$ cat config.mk
export PLATFORM = sky130hd
export DESIGN_NAME = enc_tx_sched
export DESIGN_NICKNAME = d
export VERILOG_FILES = /design/src/rtl/enc_tx_sched.sv
export SDC_FILE = /design/constraint.sdc
export NUM_CORES = 1
export LEC_CHECK = 0
export CORE_MARGIN = 1
export CORE_UTILIZATION = 51
export CTS_BUF_LIST = sky130_fd_sc_hd__clkbuf_16
export CTS_CLUSTER_DIAMETER = 40
export DETAILED_ROUTE_END_ITERATION = 8
export HOLD_SLACK_MARGIN = 0.08
export PLACE_DENSITY = 0.78
export SYNTH_ARGS = -nofsm -noshare
export SYNTH_HDL_FRONTEND = slang
export SYNTH_SLANG_ARGS = --single-unit
$ cat constraint.sdc
create_clock -name clk -period 2.4 [get_ports clk]
set_clock_uncertainty 0.15 [all_clocks]
set_input_delay 0.48 -clock clk [delete_from_list [all_inputs] [get_ports clk]]
set_output_delay 0.48 -clock clk [all_outputs]
set_load 0.005 [all_outputs]
$ cat src/rtl/enc_tx_sched.sv
// Transmit scheduler for the 8B/10B encoder: training burst, framed packets,
// K28.5 idle fill and periodic K28.0 clock-compensation skips, one character per clock.
module enc_tx_sched #(
    parameter int TRAIN_LEN   = 16,
    parameter int CC_INTERVAL = 256,
    parameter int SKIP_LEN    = 2
) (
    input  logic       clk,
    input  logic       reset_n,
    input  logic       train_req,
    input  logic       in_valid,
    input  logic [7:0] in_data,
    input  logic       in_last,
    output logic       in_ready,
    output logic [7:0] enc_data,
    output logic       enc_k,
    output logic       link_up,
    output logic       underrun
);

    localparam logic [7:0] K28_5 = 8'hBC;
    localparam logic [7:0] K27_7 = 8'hFB;
    localparam logic [7:0] K29_7 = 8'hFD;
    localparam logic [7:0] K28_0 = 8'h1C;

    localparam int CNT_MAX = (TRAIN_LEN > SKIP_LEN) ? TRAIN_LEN : SKIP_LEN;
    localparam int CNT_W   = (CNT_MAX > 1) ? $clog2(CNT_MAX) : 1;
    localparam int CC_W    = $clog2(CC_INTERVAL);

    localparam logic [CNT_W-1:0] TRAIN_LAST = CNT_W'(TRAIN_LEN - 1);
    localparam logic [CNT_W-1:0] SKIP_LAST  = CNT_W'(SKIP_LEN - 1);
    localparam logic [CC_W-1:0]  CC_LAST    = CC_W'(CC_INTERVAL - 1);

    typedef enum logic [2:0] {
        ST_TRAIN,
        ST_IDLE,
        ST_SKIP,
        ST_SOP,
        ST_DATA,
        ST_EOP
    } state_t;

    state_t           state_q;
    logic [CNT_W-1:0] wordCnt_q;
    logic [CC_W-1:0]  ccCnt_q;
    logic [CC_W-1:0]  ccCnt_d;
    logic             skipPend_q;
    logic             linkUp_q;
    logic             underrun_q;
    logic             encK_q;
    logic [7:0]       encData_q;

    // Saturating at the last value keeps a skip request alive while a packet holds it off.
    always_comb begin
        ccCnt_d = ccCnt_q;
        if (state_q != ST_SKIP && ccCnt_q != CC_LAST) begin
            ccCnt_d = ccCnt_q + 1'b1;
        end
    end

    always_ff @(posedge clk or negedge reset_n) begin
        if (!reset_n) begin
            state_q    <= ST_TRAIN;
            wordCnt_q  <= '0;
            ccCnt_q    <= '0;
            skipPend_q <= 1'b0;
            linkUp_q   <= 1'b0;
            underrun_q <= 1'b0;
            encK_q     <= 1'b1;
            encData_q  <= K28_5;
        end else begin
            encData_q  <= K28_5;
            encK_q     <= 1'b1;
            underrun_q <= 1'b0;
            ccCnt_q    <= ccCnt_d;
            if (ccCnt_d == CC_LAST) begin
                skipPend_q <= 1'b1;
            end

            case (state_q)
                ST_TRAIN: begin
                    if (wordCnt_q == TRAIN_LAST) begin
                        state_q   <= ST_IDLE;
                        wordCnt_q <= '0;
                        linkUp_q  <= 1'b1;
                    end else begin
                        wordCnt_q <= wordCnt_q + 1'b1;
                    end
                end
                ST_IDLE: begin
                    if (train_req) begin
                        state_q   <= ST_TRAIN;
                        wordCnt_q <= '0;
                        linkUp_q  <= 1'b0;
                    end else if (skipPend_q) begin
                        state_q   <= ST_SKIP;
                        wordCnt_q <= '0;
                    end else if (in_valid) begin
                        state_q <= ST_SOP;
                    end
                end
                // Clearing here overrides the sticky set above, which re-fires while held.
                ST_SKIP: begin
                    encData_q <= K28_0;
                    if (wordCnt_q == SKIP_LAST) begin
                        state_q    <= ST_IDLE;
                        wordCnt_q  <= '0;
                        ccCnt_q    <= '0;
                        skipPend_q <= 1'b0;
                    end else begin
                        wordCnt_q <= wordCnt_q + 1'b1;
                    end
                end
                ST_SOP: begin
                    encData_q <= K27_7;
                    state_q   <= ST_DATA;
                end
                ST_DATA: begin
                    if (in_valid) begin
                        encData_q <= in_data;
                        encK_q    <= 1'b0;
                        if (in_last) begin
                            state_q <= ST_EOP;
                        end
                    end else begin
                        underrun_q <= 1'b1;
                    end
                end
                ST_EOP: begin
                    encData_q <= K29_7;
                    state_q   <= ST_IDLE;
                end
                default: begin
                    state_q   <= ST_TRAIN;
                    wordCnt_q <= '0;
                    linkUp_q  <= 1'b0;
                end
            endcase
        end
    end

    assign in_ready = (state_q == ST_DATA);
    assign enc_data = encData_q;
    assign enc_k    = encK_q;
    assign link_up  = linkUp_q;
    assign underrun = underrun_q;

endmodule

# Yosys cells after proc, flatten, opt, wreduce, memory -nomap -nowiden
# Cells that the tools add are included.
# Widths: inputs -> output; s select.
# word_totals
register_bits,27
out_inout_bits,12
# classes
addsub,2
n_eq_ne,17
muxes,27
bitwise_logic,2
reduce_logical,7
# ops
cell,n
$mux 8,4
$pmux 8 s4,1
$mux 3,7
$pmux 3 s6,1
$mux 4,4
$pmux 4 s4,1
$ne 2x2->1 const B,5
$add 8x1->8 const B,1
$eq 8x8->1 const B,1
$mux 1,8
$ne 8x8->1 const B,1
$eq 3x2->1 const B,2
$eq 3x3->1 const B,2
$reduce_and 5->1,1
$add 4x1->4 const B,1
$eq 4x1->1 const B,1
$eq 4x4->1 const B,1
$ne 4x4->1 const B,1
$reduce_or 4->1,1
$eq 3x1->1 const B,1
$logic_not 3->1,1
$ne 3x2->1 const B,1
$ne 3x3->1 const B,1
$pmux 1 s3,1
other kinds (5),6

# Logic depth before layout (Yosys ltp)
# depth
word_depth,7
ltp_mapped,7
ltp_nobuf,7

# Least setup slack after synthesis
# OpenSTA, ideal clock, no wires.
# synth_timing
kind,reg2reg
startpoint,register ccCnt_q[0]
endpoint,register skipPend_q
setup_time_ns,0.104
arrival_time_ns,1.653
required_ns,2.146
path_slack_ns,0.494
path_stages_with_launch,7
n_path_buf,0
path_cell_list,dfrtp_1 -> ha_1 -> nand4_1 -> nor3_1 -> or3_1 -> a211o_1 -> o41ai_2
# synth_between
elab_chain_cells,7
word_cells_on_any_way,8
# synth_rtl
item,line_no,text
start: declaration,45,logic [CC_W-1:0] ccCnt_q;
start signal: assignment,75,ccCnt_q <= ccCnt_d;
branches (longest 2 deep; another with $add 8x1->8),--,
$mux 8 (*),56,if (state_q != ST_SKIP && ccCnt_q != CC_LAST) begin
$eq 8x8->1 (*),76,if (ccCnt_d == CC_LAST) begin
$mux 1 (*),76,
$mux 1,105,if (wordCnt_q == SKIP_LAST) begin
$mux 1 (*),80,case (state_q)
end signal: assignment,66,skipPend_q <= 1'b0;
end signal: assignment,77,skipPend_q <= 1'b1;
end signal: assignment,109,skipPend_q <= 1'b0;
end: declaration,47,logic skipPend_q;
# Every way passes the cells marked *.
# A chain may end at the register's enable or synchronous reset.

# Final worst setup path
# layout_timing
startpoint,register state_q[1]
endpoint,output in_ready
# layout_between
elab_chain_cells,1
# layout_rtl
item,line_no,text
start: declaration,43,state_t state_q;
start signal: assignment,63,state_q <= ST_TRAIN;
start signal: assignment,83,state_q <= ST_IDLE;
start signal: assignment,92,state_q <= ST_TRAIN;
$eq 3x3->1,142,assign in_ready = (state_q == ST_DATA);
end: declaration,14,"output logic in_ready,"
# Every way passes these cells.

==> flow_metrics.py <==
metrics = {
    "outcome": {
        "run_status": "finished, final reports clean",
    },
    "global_routing": {
        "grt_first_pass_wirelength_um": 5030,
        "grt_use_met2_pct": 39.0,
        "grt_pass1_vias": 1136,
        "grt_max_degree": 28,
        "grt_use_met3_pct": 5.00,
        "gr-total-overflow": 0,
        "grtUsageMet1_pct": 31.4,
        "grt.busiest_layer": "met2",
        "antenna_found_initial": 0,
        "grt_usage_pct": 23.7,
    },
    "finish": {
        "diodes": 0,
        "fillers": 174,
        "area_delta_synth_final_pct": 27.7,
        "drive_gt1_share_pct": 14.0,
        "fin_util_pct": 70.5,
        "nets": 196,
    },
    "route": {
        "drt_iter0_drc": 34,
        "num_vias": 1195,
        "ant_nets": 0,
        "firstDrtPassIters": 4,
        "post_drt_wl_per_cell_um": 14.3,
        "routed_wirelength_um": 2970,
        "remaining_drc_errors": 0,
        "via_per_inst": 5.75,
    },
    "place": {
        "dp_hpwl_um": 2050,
        "portBuffers": 24,
        "globalplace.congestion": 0.880,
    },
    "worst_setup_path": {
        "path_buf_inv": 2,
        "rr_startpoint": "state_q[0]",
        "crit_family": "buffers and inverters",
        "end_kind": "output port",
        "cp-startpoint": "state_q[1]",
        "path_max_fanout": 3,
        "worstSetupPathType": "reg -> out",
        "worst_setup_path_start_kind": "flop",
        "cp.required_ns": 1.77,
        "cp_data_arrival_time_ns": 1.65,
        "cp_slowest_cell": "clkdlybuf4s50_1",
        "crit_chain": "nand2b_1 -> or2_2 -> inv_2 -> clkdlybuf4s50_1",
        "slowest_delay_ns": 0.49,
    },
    "sta": {
        "fin_tns_setup_ns": 0,
        "period_share_pct": 94.8,
        "rsz0062_at_grt": "no",
        "drv_slew": 0,
        "finalSetupViolCount": 0,
        "final.min_clock_period_ns": 2.28,
        "slew_headroom_pct": 60.8,
        "fmax_mhz": 439,
        "hold_viol": 0,
        "tightest_slew_ns": 0.581,
        "holdWs_ns": 0.397,
    },
    "logic_synthesis": {
        "yosys_warnings": 0,
        "synth_seq_cells": 27,
        "netlist_top_cells_area": "dfrtp_1 38%, dfstp_2 11%, nor2_1 5.7%",
        "ys_async_sr_fraction_pct": 100,
        "syn_nets": 165,
        "syn_inst": 148,
        "ys_seq_area_share_pct": 49.1,
        "synth_area_leader_cell": "dfrtp_1",
        "synth_top_area_share_pct": 37.7,
        "synth_commonest_cells": "21 x dfrtp_1, 21 x nor2_1, 18 x nand2_1",
        "synthFlopType": "dfrtp_1",
        "syn_avg_cell_area_um2": 9.41,
        "syn_area_um2": 1390,
        "ys_types": 40,
        "synth-edff-count": 0,
    },
    "cts": {
        "clkTransAtPathRegs_ns": 0.07,
        "numClockSinks": 27,
        "cts_buffer_depth": 2,
        "clk_latency_ns": 0.26,
        "numCtsBuffers": 3,
        "htreeDepth": 1,
        "cts_tree": "done",
        "cts-root-buf": "clkbuf_16",
        "ctsHoldBuffers": 0,
    },
    "run": {
        "cap_violations": 0,
    },
    "floorplan": {
        "rows": 18,
        "die_y_um": 54.3,
        "die_width_um": 54.3,
        "io_pins": 25,
        "dieArea_um2": 2940,
        "coreArea_um2": 2520,
        "initial_core_util_pct": 55.2,
    },
    "power_and_ir_drop": {
        "p_leak_nw": 0.785,
        "power.density_nw_per_um2": 1150,
        "p_total_mw": 2.04,
        "ir_drop_uv": 891,
    },
    "worst_hold_path": {
        "worst_hold_path_type": "reg -> reg",
        "worstHoldStart": "ccCnt_q[3]",
    },
}
## per-layer routing
metal	up-vias	share of wire [%]
li1	581	-
met5	-	0
met3	8	5.3
met2	36	49
met4	0	1.5
met1	570	44
## power by group
group	leakage, nW	switching, mW	internal (mW)
clock network	0.0409	0.157	0.225
logic	0.414	0.449	0.421
registers	0.330	0.163	0.630
total	0.785	0.769	1.28
## final timing paths
path,endpoint,slack [ns],depth (start not counted)
max,in_ready,0.12,4
min,ccCnt_q[3],0.40,1
max reg2reg,skipPend_q,0.25,6
min reg2reg,ccCnt_q[3],0.40,1
max in group asynchronous,enc_data[5],1.37,2
min in group asynchronous,ccCnt_q[4],0.43,2
## final cells by class
type                       instances  area, um^2  area share (%)
inverter                           6        22.5            1.27
clock buffer                       3        75.1            4.22
timing repair buffer              30         285            16.0
sequential                        27         686            38.6
clock inverter                     1        5.00           0.281
tap                               30        37.5            2.11
multi-input combinational        111         667            37.5
## through the flow
stage / cells / area (um^2) / worst slack (ns)
global route: 208 / 1780 / 0.0243
floorplan: 148 / 1390 / 0.494
global placement: 201 / 1670 / 0.275
CTS: 205 / 1750 / 0.0416
finish: 208 / 1780 / 0.124
detailed placement: 201 / 1670 / 0.244
## state kept, by name (all words and copies together), names as in the netlist
signal / count
ccCnt_q: 8
enc_data: 8
wordCnt_q: 4
state_q: 3
enc_k: 1
link_up: 1
skipPend_q: 1
underrun: 1
## worst register-to-register path, cell delays in order, from the launching register on
cell     delay (ns)
dfrtp_2        0.46
buf_4          0.18
nor3b_4        0.29
nor3_1         0.08
or3_1          0.34
a211o_1        0.24
o41ai_2        0.31
## placed cells by master, fill, tap and decap left out, types with 3 or more instances in the layout
cell / instances
or2_2: 3
nor2_1: 21
a211oi_1: 3
nand3_1: 6
ha_1: 4
buf_4: 6
dfrtp_1: 19
nand2_1: 18
a21oi_1: 6
inv_1: 5
clkbuf_16: 3
o21ai_0: 13
dfstp_2: 6
clkdlybuf4s50_1: 24
nor3_1: 3
## cell families after synthesis
logic type,count (synthesis),share of synthesized area (%)
flops,27,49.1
simple gates,67,23.9
compound gates,36,17.3
fa+ha+maj,4,3.59
buf+inv,10,3.05
mux,4,3.05
## what timing repair did
item | in CTS | in global routing
cloned | 0 | 0
setup buffers | 0 | 3
setup endpoints to repair | 1 | 1
resized for setup | 1 | 2
No activity file was read; power rests on OpenSTA's default activity.
